## src/rtl/gpio_pkg.sv

```systemverilog
// Shared constants and helpers for the parametrised GPIO register block.
package gpio_pkg;

  localparam int GPIO_DATA  = 0;
  localparam int GPIO_TRIS  = 1;
  localparam int GPIO_PIN   = 2;
  localparam int GPIO_IMASK = 3;
  localparam int GPIO_IRISE = 4;
  localparam int GPIO_IFALL = 5;
  localparam int GPIO_IPEND = 6;
  localparam int GPIO_ISTAT = 7;

  localparam int          GPIO_MAX_PINS = 32;
  localparam logic [31:0] TRIS_RESET    = 32'hFFFF_FFFF;

  // Expands byte-lane write enables into a 32-bit bit mask.
  function automatic logic [31:0] lane_mask(input logic [3:0] wben);
    logic [31:0] m;
    m = '0;
    for (int i = 0; i < 4; i++) begin
      m[8*i +: 8] = {8{wben[i]}};
    end
    return m;
  endfunction

endpackage

```

## src/rtl/gpio_sync_edge.sv

```systemverilog
// Pad-input synchroniser chain with a history flop for edge detection.
module gpio_sync_edge #(
  parameter int NUM_PINS    = 16,
  parameter int SYNC_STAGES = 2
) (
  input  logic                clk,
  input  logic                rst_n,
  input  logic [NUM_PINS-1:0] pad_i,
  output logic [NUM_PINS-1:0] pin_o,
  output logic [NUM_PINS-1:0] rise_raw_o,
  output logic [NUM_PINS-1:0] fall_raw_o
);

  logic [SYNC_STAGES-1:0][NUM_PINS-1:0] sync_q, sync_d;
  logic [NUM_PINS-1:0]                  hist_q, hist_d;

  always_comb begin
    sync_d[0] = pad_i;
    for (int s = 1; s < SYNC_STAGES; s++) begin
      sync_d[s] = sync_q[s-1];
    end
    hist_d = sync_q[SYNC_STAGES-1];
  end

  always_ff @(posedge clk or negedge rst_n) begin
    if (!rst_n) begin
      sync_q <= '0;
      hist_q <= '0;
    end else begin
      sync_q <= sync_d;
      hist_q <= hist_d;
    end
  end

  assign pin_o      = sync_q[SYNC_STAGES-1];
  assign rise_raw_o = pin_o & ~hist_q;
  assign fall_raw_o = ~pin_o & hist_q;

endmodule

```

## src/rtl/gpio_ctrl.sv

```systemverilog
// GPIO register file: data/tristate outputs, synchronised pin readback,
// edge-triggered pending interrupts with mask and write-1-to-clear.
module gpio_ctrl
  import gpio_pkg::*;
#(
  parameter int NUM_PINS    = 16,
  parameter int SYNC_STAGES = 2,
  parameter int ADDR_W      = 3
) (
  input  logic                clk,
  input  logic                reset,
  input  logic [ADDR_W-1:0]   addr,
  input  logic [3:0]          wben,
  input  logic                r_wn,
  input  logic [31:0]         wdata,
  output logic [31:0]         rdata,
  input  logic [NUM_PINS-1:0] ro_gpio_pinstate,
  output logic [NUM_PINS-1:0] rf_gpio_datareg,
  output logic [NUM_PINS-1:0] rf_gpio_tristate,
  output logic [NUM_PINS-1:0] irq_pins,
  output logic                irq
);

  logic [NUM_PINS-1:0] data_q, data_d, tris_q, tris_d;
  logic [NUM_PINS-1:0] imask_q, imask_d, irise_q, irise_d;
  logic [NUM_PINS-1:0] ifall_q, ifall_d, ipend_q, ipend_d;
  logic [31:0]         rdata_q, rdata_d;

  logic [NUM_PINS-1:0] pin, rise_raw, fall_raw;
  logic [NUM_PINS-1:0] wm, wv, clr;
  logic [31:0]         wr_mask, wr_bits;
  logic                unused_wr;

  gpio_sync_edge #(
    .NUM_PINS    (NUM_PINS),
    .SYNC_STAGES (SYNC_STAGES)
  ) u_sync_edge (
    .clk        (clk),
    .rst_n      (reset),
    .pad_i      (ro_gpio_pinstate),
    .pin_o      (pin),
    .rise_raw_o (rise_raw),
    .fall_raw_o (fall_raw)
  );

  assign wr_mask   = lane_mask(wben);
  assign wr_bits   = wdata & wr_mask;
  assign wm        = wr_mask[NUM_PINS-1:0];
  assign wv        = wr_bits[NUM_PINS-1:0];
  assign unused_wr = ^{wr_mask, wr_bits};

  function automatic logic [31:0] zext(input logic [NUM_PINS-1:0] v);
    logic [31:0] r;
    r = '0;
    r[NUM_PINS-1:0] = v;
    return r;
  endfunction

  always_comb begin
    data_d  = data_q;
    tris_d  = tris_q;
    imask_d = imask_q;
    irise_d = irise_q;
    ifall_d = ifall_q;
    clr     = '0;
    if (!r_wn) begin
      case (addr)
        ADDR_W'(GPIO_DATA):  data_d  = (data_q  & ~wm) | wv;
        ADDR_W'(GPIO_TRIS):  tris_d  = (tris_q  & ~wm) | wv;
        ADDR_W'(GPIO_IMASK): imask_d = (imask_q & ~wm) | wv;
        ADDR_W'(GPIO_IRISE): irise_d = (irise_q & ~wm) | wv;
        ADDR_W'(GPIO_IFALL): ifall_d = (ifall_q & ~wm) | wv;
        ADDR_W'(GPIO_IPEND): clr     = wv;
        default: ;
      endcase
    end
    // New edges are OR-ed in after the clear so a coincident set wins.
    ipend_d = (ipend_q & ~clr) | (rise_raw & irise_q) | (fall_raw & ifall_q);

    rdata_d = rdata_q;
    if (r_wn) begin
      case (addr)
        ADDR_W'(GPIO_DATA):  rdata_d = zext(data_q);
        ADDR_W'(GPIO_TRIS):  rdata_d = zext(tris_q);
        ADDR_W'(GPIO_PIN):   rdata_d = zext(pin);
        ADDR_W'(GPIO_IMASK): rdata_d = zext(imask_q);
        ADDR_W'(GPIO_IRISE): rdata_d = zext(irise_q);
        ADDR_W'(GPIO_IFALL): rdata_d = zext(ifall_q);
        ADDR_W'(GPIO_IPEND): rdata_d = zext(ipend_q);
        ADDR_W'(GPIO_ISTAT): rdata_d = zext(ipend_q & imask_q);
        default:             rdata_d = '0;
      endcase
    end
  end

  always_ff @(posedge clk or negedge reset) begin
    if (!reset) begin
      data_q  <= '0;
      tris_q  <= TRIS_RESET[NUM_PINS-1:0];
      imask_q <= '0;
      irise_q <= '0;
      ifall_q <= '0;
      ipend_q <= '0;
      rdata_q <= '0;
    end else begin
      data_q  <= data_d;
      tris_q  <= tris_d;
      imask_q <= imask_d;
      irise_q <= irise_d;
      ifall_q <= ifall_d;
      ipend_q <= ipend_d;
      rdata_q <= rdata_d;
    end
  end

  assign rdata            = rdata_q;
  assign rf_gpio_datareg  = data_q;
  assign rf_gpio_tristate = tris_q;
  assign irq_pins         = ipend_q & imask_q;
  assign irq              = |irq_pins;

endmodule

```

## config.mk

```make
export PLATFORM = sky130hd
export DESIGN_NAME = gpio_ctrl
export DESIGN_NICKNAME = d
export VERILOG_FILES = /design/src/rtl/gpio_pkg.sv /design/src/rtl/gpio_sync_edge.sv /design/src/rtl/gpio_ctrl.sv
export SDC_FILE = /design/constraint.sdc
export NUM_CORES = 1
export LEC_CHECK = 0
export BUFFER_PORTS_ARGS = -buffer_cell sky130_fd_sc_hd__buf_2
export CORE_MARGIN = 5
export CORE_UTILIZATION = 55
export DETAILED_ROUTE_END_ITERATION = 6
export GPL_ROUTABILITY_DRIVEN = 0
export PLACE_DENSITY = 0.79
export SYNTH_ARGS = -nofsm -noshare
export SYNTH_HDL_FRONTEND = slang
export SYNTH_HIERARCHICAL = 1
export SYNTH_SLANG_ARGS = --single-unit
```

## constraint.sdc

```tcl
create_clock -name clk -period 1.8 [get_ports clk]
set_input_delay 0.45 -clock clk [delete_from_list [all_inputs] [get_ports clk]]
set_output_delay 0.45 -clock clk [all_outputs]
set_load 0.02 [all_outputs]
```

==> flow_metrics.env, run 1 <==
export IMPL_slowest_delay_ns=0.55
export IMPL_drt_iter0_drc=553
export IMPL_required_ns=1.35
export IMPL_min_period_over_period_pct=137
export IMPL_timing_final_ws_setup_ns=-0.672
export IMPL_start_util_pct=56.4
export IMPL_fp_coreArea_sq_um=12700
export IMPL_cellLeakagePower_nw=4.15
export IMPL_post_dp_hpwl_microns=13100
export IMPL_synthArstFlopShare_pct=100
export IMPL_dp_cells=903
export IMPL_synth_commonest_cells="dfrtp_1 (144), mux2_2 (76), nor2_1 (39)"
export IMPL_grt_pass1_vias=5555
export IMPL_clock_sinks=160
export IMPL_regArea_sq_um=4020
export IMPL_path_cells="and2_4, or4_1, nor4_2, nand4_1, buf_2"
export IMPL_critPathBufInv=1
export IMPL_relSlewSlack_pct=58.7
export IMPL_worstMarginPinSlew_ns=0.619
export IMPL_syn_avg_cell_area_sq_um=12.2
export IMPL_postCtsSetupBuffers=0
export IMPL_layoutNonFillerInstCount=936
export IMPL_finalCriticalPeriod_ns=2.47
export IMPL_die_area_sq_um=15400
export IMPL_crit_family="simple AND/OR/NAND/NOR gates"
export IMPL_hold_path_class="input port to flop"
export IMPL_globalRouteTotalUtil_pct=25.6
export IMPL_yosysMostFrequentCell="dfrtp_1"
export IMPL_multiInputGateArea_sq_um=2850
export IMPL_violations="setup timing"
export IMPL_final_core_util_pct=70.6
export IMPL_max_freq_mhz=405
export IMPL_synthDistinctLibCells=51
export IMPL_place_area_sq_um=8300
export IMPL_synth_area_top_cells="dfrtp_1 (50%), mux2_2 (12%), dfstp_2 (5.9%)"
export IMPL_routed_wl_microns=18900
export IMPL_cts_tree="yes"
export IMPL_drv_cap=0
export IMPL_cp_start_kind="flop"
export IMPL_antenna_found_initial=0
export IMPL_ant_nets=0
export IMPL_cts_buffer_depth=2
export IMPL_clock_latency_ns=0.42
export IMPL_drc_errors=0
export IMPL_pin_count=139
export IMPL_synth_area_sq_um=7140
export IMPL_power_density_nw_per_um2=1210
export IMPL_synth_seq_area_share_pct=56.4
export IMPL_wire_per_inst_microns=20.2
export IMPL_viasPerCell=5.82
export IMPL_synthCells=586
export IMPL_fill_cells=902
export IMPL_met1_usage_pct=33.5
export IMPL_grt_overflow=0
export IMPL_drive_above_1_share_pct=45.0
export IMPL_clk_pin_slew_ns=0.07
export IMPL_nNetsFinal=809
export IMPL_worstSetupEndpointType="output port"
export IMPL_yosysTopAreaCellShare_pct=50.5
export IMPL_path_class="flop to output port"
export IMPL_cp_slowest_cell="or4_1"
export IMPL_areaGrowthSynthToFinish_pct=25.2
export IMPL_rsz0062_at_grt="yes"
export IMPL_grt_first_pass_wirelength_microns=29300
export IMPL_ys_ff_latch=160
export IMPL_cts_buffers=17
export IMPL_gr_usage_met3_pct=6.77
export IMPL_synth_area_leader_cell="dfrtp_1"
export IMPL_yosysWarnings=6
export IMPL_drv_slew=0
export IMPL_insertedDiodeCount=0
export IMPL_cts_root_buffer="clkbuf_16"
export IMPL_dieHeight_microns=124
export IMPL_die_w_microns=124
export IMPL_rows=41
export IMPL_port_buffers=104
export IMPL_stdcell_area_sq_um=8940
export IMPL_synth_edf_count=0
export IMPL_peakVddDrop_mv=0.935
export IMPL_grt_busiest_layer="met2"
export IMPL_htreeDepth=4
export IMPL_vias=5447
export IMPL_finClkSkew_ns=0.00622
export IMPL_firstDrtPassIters=6
export IMPL_grt_max_degree=53
export IMPL_timing_critical_path_fanout_max=2
export IMPL_setup_violations=1
export IMPL_finalHoldViolCount=0
export IMPL_status="finished with violations"
export IMPL_whs_ns=0.127
export IMPL_met2_usage_pct=41.4
export IMPL_ys_flop_type="dfrtp_1"
export IMPL_arrival_ns=2.02
-- worst paths after layout --
| path | cells after the start | slack (ns) | start | to |
|---|---|---|---|---|
| max in group asynchronous | 3 | 0.68 | reset | asynchronous set/reset pin |
| setup reg to reg | 5 | 0.24 | flop | rdata[1]$_DFFE_PN0P_ |
| hold reg to reg | 0 | 0.35 | u_sync_edge/sync_d[18]$_DFF_PN0_ | u_sync_edge/pin_o[2]$_DFF_PN0_ |
| min in group asynchronous | 2 | 0.45 | reset | u_sync_edge/sync_d[31]$_DFF_PN0_ |
| hold / removal | 1 | 0.13 | ro_gpio_pinstate[5] | u_sync_edge/sync_d[21]$_DFF_PN0_ |
| setup / recovery | 5 | -0.67 | flop | irq |
-- final cells by class --
| type | count | area share, % |
|---|---|---|
| Tap cell | 172 | 2.41 |
| Timing Repair Buffer | 168 | 12.6 |
| Clock buffer | 19 | 5.07 |
| Multi-Input combinational cell | 376 | 31.8 |
| Inverter | 28 | 1.18 |
| Sequential cell | 160 | 45.0 |
| Clock inverter | 13 | 1.96 |
-- power by group --
group / leakage (nW) / internal (mW) / switching, mW
logic: 1.99 / 1.06 / 1.32
clock network: 0.306 / 2.29 / 1.50
registers: 1.85 / 4.24 / 0.425
total: 4.15 / 7.58 / 3.24
-- through the flow --
step	power (mW)	TNS (ns)	setup WS [ns]
global route	11.3	-0.722	-0.722
detailed placement	7.04	-2.59	-0.201
CTS	10.9	-0.649	-0.649
global placement	6.93	-1.46	-0.229
finish	10.8	-0.672	-0.672
floorplan	6.04	-0.120	-0.120
-- cells by family (layout without fill, tap and decap cells) --
group | count (synthesis) | after routing | synth area share (%)
AND/OR/NAND/NOR | 162 | 162 | 13.3
flip-flops | 160 | 160 | 56.4
AO/OA/AOI/OAI | 111 | 111 | 12.0
multiplexers | 87 | 87 | 13.5
buffers and inverters | 65 | 228 | 4.77
other | 1 | 16 | 0.0525
-- layer usage --
layer,vias up,part of all wire [%]
met5,-,0
met4,0,1.9
met3,37,8.1
met2,280,49
met1,2732,41
li1,2398,-
-- layout by cell type (no fill, tap or decap), types with 2 or more instances in the layout --
master and count:
a211oi_1 7, a21oi_1 13, a221oi_1 15, a222oi_1 16, a22o_1 8, a32o_1 10, a32oi_1 2, and2_1 14
and2_4 3, and2b_2 33, buf_12 9, buf_2 103, buf_4 54, bufinv_16 3, clkbuf_16 17, clkbuf_8 2
clkinv_2 2, clkinvlp_4 2, conb_1 16, dfrtp_1 144, dfstp_2 16, inv_1 27, inv_6 2, inv_8 3
mux2_2 76, mux2i_1 11, nand2_1 34, nand2_2 3, nand2b_1 9, nand3_1 4, nor2_1 39, nor2_2 4
nor2_4 2, nor2b_1 3, nor3_4 2, o21ai_0 23, o2bb2ai_1 9
-- timing repair --
item	in CTS	in global routing
setup endpoints to repair	1	1
gates resized for setup	1	0
hold buffers	1	0
hold endpoints to repair	15	0
No activity file was read; power rests on OpenSTA's default activity.
==> run 2: changes to the inputs <==
--- a/config.mk
+++ b/config.mk
@@ -5,9 +5,10 @@
 export SDC_FILE = /design/constraint.sdc
 export NUM_CORES = 1
 export LEC_CHECK = 0
+export ABC_AREA = 1
 export BUFFER_PORTS_ARGS = -buffer_cell sky130_fd_sc_hd__buf_2
-export CORE_MARGIN = 5
-export CORE_UTILIZATION = 55
+export CORE_MARGIN = 2
+export CORE_UTILIZATION = 56
 export DETAILED_ROUTE_END_ITERATION = 6
 export GPL_ROUTABILITY_DRIVEN = 0
 export PLACE_DENSITY = 0.79
==> run 2 against run 1 <==
Effect of this change: the flow still finishes with violations (setup timing); sequential power about the same; synthesized area increased by 8.0%; first-iteration DRC count increased by 19%; combinational power decreased by 14%; die area decreased by 4.2%; cell count increased by 29%; flip-flop and latch count unchanged; setup slack improved by 0.54 ns; synthesized cell count increased by 56%; cell area decreased by 0.29%; highest routed layer unchanged.
==> flow_metrics.env, run 2 <==
export IMPL_setup_tns_ns=-0.130
export IMPL_post_dp_hpwl_microns=13700
export IMPL_cts_root_buffer="clkbuf_16"
export IMPL_drt_iter0_drc=658
export IMPL_cts_buffer_depth=2
export IMPL_fp_coreArea_sq_um=13300
export IMPL_status="finished with violations"
export IMPL_path_depth=5
export IMPL_slowest_delay_ns=0.41
export IMPL_viasPerCell=5.54
export IMPL_synthArstFlopShare_pct=100
export IMPL_cp_slowest_cell="dfrtp_1"
export IMPL_grt_first_pass_wirelength_microns=31300
export IMPL_grt_pass1_vias=6032
export IMPL_most_common_layout_cells="nand2_1 (289), dfrtp_1 (144), buf_2 (102)"
export IMPL_power_density_nw_per_um2=1130
export IMPL_cellLeakagePower_nw=4.82
export IMPL_vias=6704
export IMPL_timing_critical_path_fanout_max=3
export IMPL_synth_seq_area_share_pct=52.2
export IMPL_finClkSkew_ns=0.00562
export IMPL_path_class="flop to output port"
export IMPL_drive_above_1_share_pct=20.3
export IMPL_syn_avg_cell_area_sq_um=8.42
export IMPL_nNetsFinal=1080
export IMPL_violations="setup timing"
export IMPL_insertedDiodeCount=0
export IMPL_drc_errors=0
export IMPL_synth_area_sq_um=7710
export IMPL_yosysTopAreaCellShare_pct=46.7
export IMPL_rr_startpoint="ipend_q[11]$_DFF_PN0_"
export IMPL_routed_wl_microns=19600
export IMPL_ant_nets=0
export IMPL_clock_latency_ns=0.43
export IMPL_finalPower_mw=10.1
export IMPL_drv_cap=0
export IMPL_htreeDepth=4
export IMPL_rows=42
export IMPL_timing_rr_end="rdata[11]$_DFFE_PN0P_"
export IMPL_crit_family="simple AND/OR/NAND/NOR gates"
export IMPL_dp_cells=1177
export IMPL_fill_cells=1119
export IMPL_dieHeight_microns=121
export IMPL_ys_ff_latch=160
export IMPL_wire_per_inst_microns=16.2
export IMPL_globalRouteTotalUtil_pct=27.8
export IMPL_hold_path_class="input port to flop"
export IMPL_required_ns=1.35
export IMPL_synth_area_top_cells="dfrtp_1 (47%), nand2_1 (14%), nand4_1 (6.7%)"
export IMPL_reg2regPathDepth=8
export IMPL_clock_sinks=160
export IMPL_final_core_util_pct=66.8
export IMPL_peakVddDrop_mv=0.564
export IMPL_start_util_pct=57.8
export IMPL_finalCriticalPeriod_ns=1.93
export IMPL_drv_slew=0
export IMPL_die_area_sq_um=14700
export IMPL_synthCells=916
export IMPL_ys_flop_type="dfrtp_1"
export IMPL_path_cells="nand2_2, nand4_1, nor2_1, nand2_1, buf_6"
export IMPL_grt_overflow=0
export IMPL_synth_edf_count=0
export IMPL_final_common_cell="nand2_1"
export IMPL_die_w_microns=121
export IMPL_yosysWarnings=6
export IMPL_areaGrowthSynthToFinish_pct=15.6
export IMPL_endpoint="irq"
export IMPL_antenna_found_initial=0
export IMPL_critPathBufInv=1
export IMPL_min_period_over_period_pct=107
export IMPL_layoutNonFillerInstCount=1210
export IMPL_worstSetupEndpointType="output port"
export IMPL_yosysMostFrequentCell="nand2_1"
export IMPL_clk_pin_slew_ns=0.06
export IMPL_timing_final_ws_setup_ns=-0.130
export IMPL_port_buffers=104
export IMPL_synth_area_leader_cell="dfrtp_1"
export IMPL_ff2ff_setup_slack_ns=0.64
export IMPL_cts_buffers=17
export IMPL_cp_start_kind="flop"
export IMPL_grt_max_degree=44
export IMPL_rsz0062_at_grt="yes"
export IMPL_cts_tree="yes"
export IMPL_pin_count=139
export IMPL_firstDrtPassIters=5
export IMPL_synth_commonest_cells="nand2_1 (291), dfrtp_1 (144), nand4_1 (82)"
export IMPL_arrival_ns=1.48
export IMPL_whs_ns=0.124
export IMPL_synthDistinctLibCells=25
export IMPL_finalHoldViolCount=0
export IMPL_setup_violations=1
export IMPL_max_freq_mhz=518
run 2: cell count changes in the layout (fill, tap and decap cells not counted), moves of 15 or more:
cell / before / now
a222oi_1: 16 / 0
buf_4: 54 / 26
nor2_1: 39 / 66
nand3_1: 4 / 32
nand4_1: 1 / 82
o21ai_1: 1 / 62
a221oi_1: 15 / 0
mux2_2: 76 / 0
nand2_1: 34 / 289
o31ai_1: 0 / 16
inv_1: 27 / 80
and2b_2: 33 / 0
run 2: final cells by class:
type / instances / area [sq um] / area share (%)
Sequential cell: 160 / 4020 / 45.1
Clock inverter: 9 / 85.1 / 0.954
Multi-Input combinational cell: 620 / 2930 / 32.9
Inverter: 87 / 339 / 3.80
Clock buffer: 22 / 474 / 5.32
Timing Repair Buffer: 136 / 838 / 9.40
Tap cell: 176 / 220 / 2.47
run 2: report_power, final:
| part | internal [mW] | switching [mW] | total, mW |
|---|---|---|---|
| registers | 4.19 | 0.442 | 4.63 |
| clock network | 2.00 | 1.42 | 3.42 |
| logic | 0.677 | 1.37 | 2.05 |
run 2: worst min path at each step:
stage,start,end,slack (ns),depth (start not counted)
after CTS,ro_gpio_pinstate[7],u_sync_edge/sync_d[23]$_DFF_PN0_,0.11,1
final,ro_gpio_pinstate[15],u_sync_edge/sync_d[31]$_DFF_PN0_,0.12,1
after global placement,u_sync_edge/sync_d[24]$_DFF_PN0_,u_sync_edge/pin_o[8]$_DFF_PN0_,0.33,0
after detailed placement,u_sync_edge/sync_d[27]$_DFF_PN0_,u_sync_edge/pin_o[11]$_DFF_PN0_,0.33,0
after global routing,ro_gpio_pinstate[9],u_sync_edge/sync_d[25]$_DFF_PN0_,0.11,1
after floorplan,reset,asynchronous set/reset pin,0.15,0
run 2: kinds of logic (layout without fill, tap and decap cells):
logic type             Yosys count  after routing  synth area share, %
AOI/OAI and AO/OA              112            112                 7.79
buffers and inverters          151            254                 10.5
DFF                            160            160                 52.2
other                            1             16               0.0486
and+or+nand+nor                492            492                 29.4
run 2: repair_timing:
action	CTS	global route
hold endpoints to repair	32	0
hold buffers	1	0
resized for setup	1	3
endpoints found under the setup margin	1	1
setup buffers	1	0
pin swaps	2	3
run 2: through the flow:
| stage | cell area [sq um] | setup slack (ns) |
|---|---|---|
| 2_1_floorplan | 7760 | 0.441 |
| 3_3_place_gp | 8330 | 0.0187 |
| 3_5_place_dp | 8330 | -0.0175 |
| 4_1_cts | 8910 | -0.0882 |
| 5_1_grt | 8910 | -0.190 |
| 6_report | 8910 | -0.130 |
run 2: metal layers:
layer / vias up / part of all wire [%] / track usage [%]
met3: 38 / 9.6 / 5.78
met2: 360 / 45 / 41.4
met5: - / 0 / 0
met4: 0 / 2.6 / 10.3
met1: 3124 / 43 / 40.3
li1: 3182 / - / -
run 2: worst reg2reg max path: stages (launching register included):
cell and delay [ns]:
dfrtp_1 0.42, nand2_1 0.15, inv_1 0.09, nand2_1 0.07
nand2_1 0.04, nor2_1 0.10, nand2_1 0.07, nand2_1 0.06
nand2_1 0.04
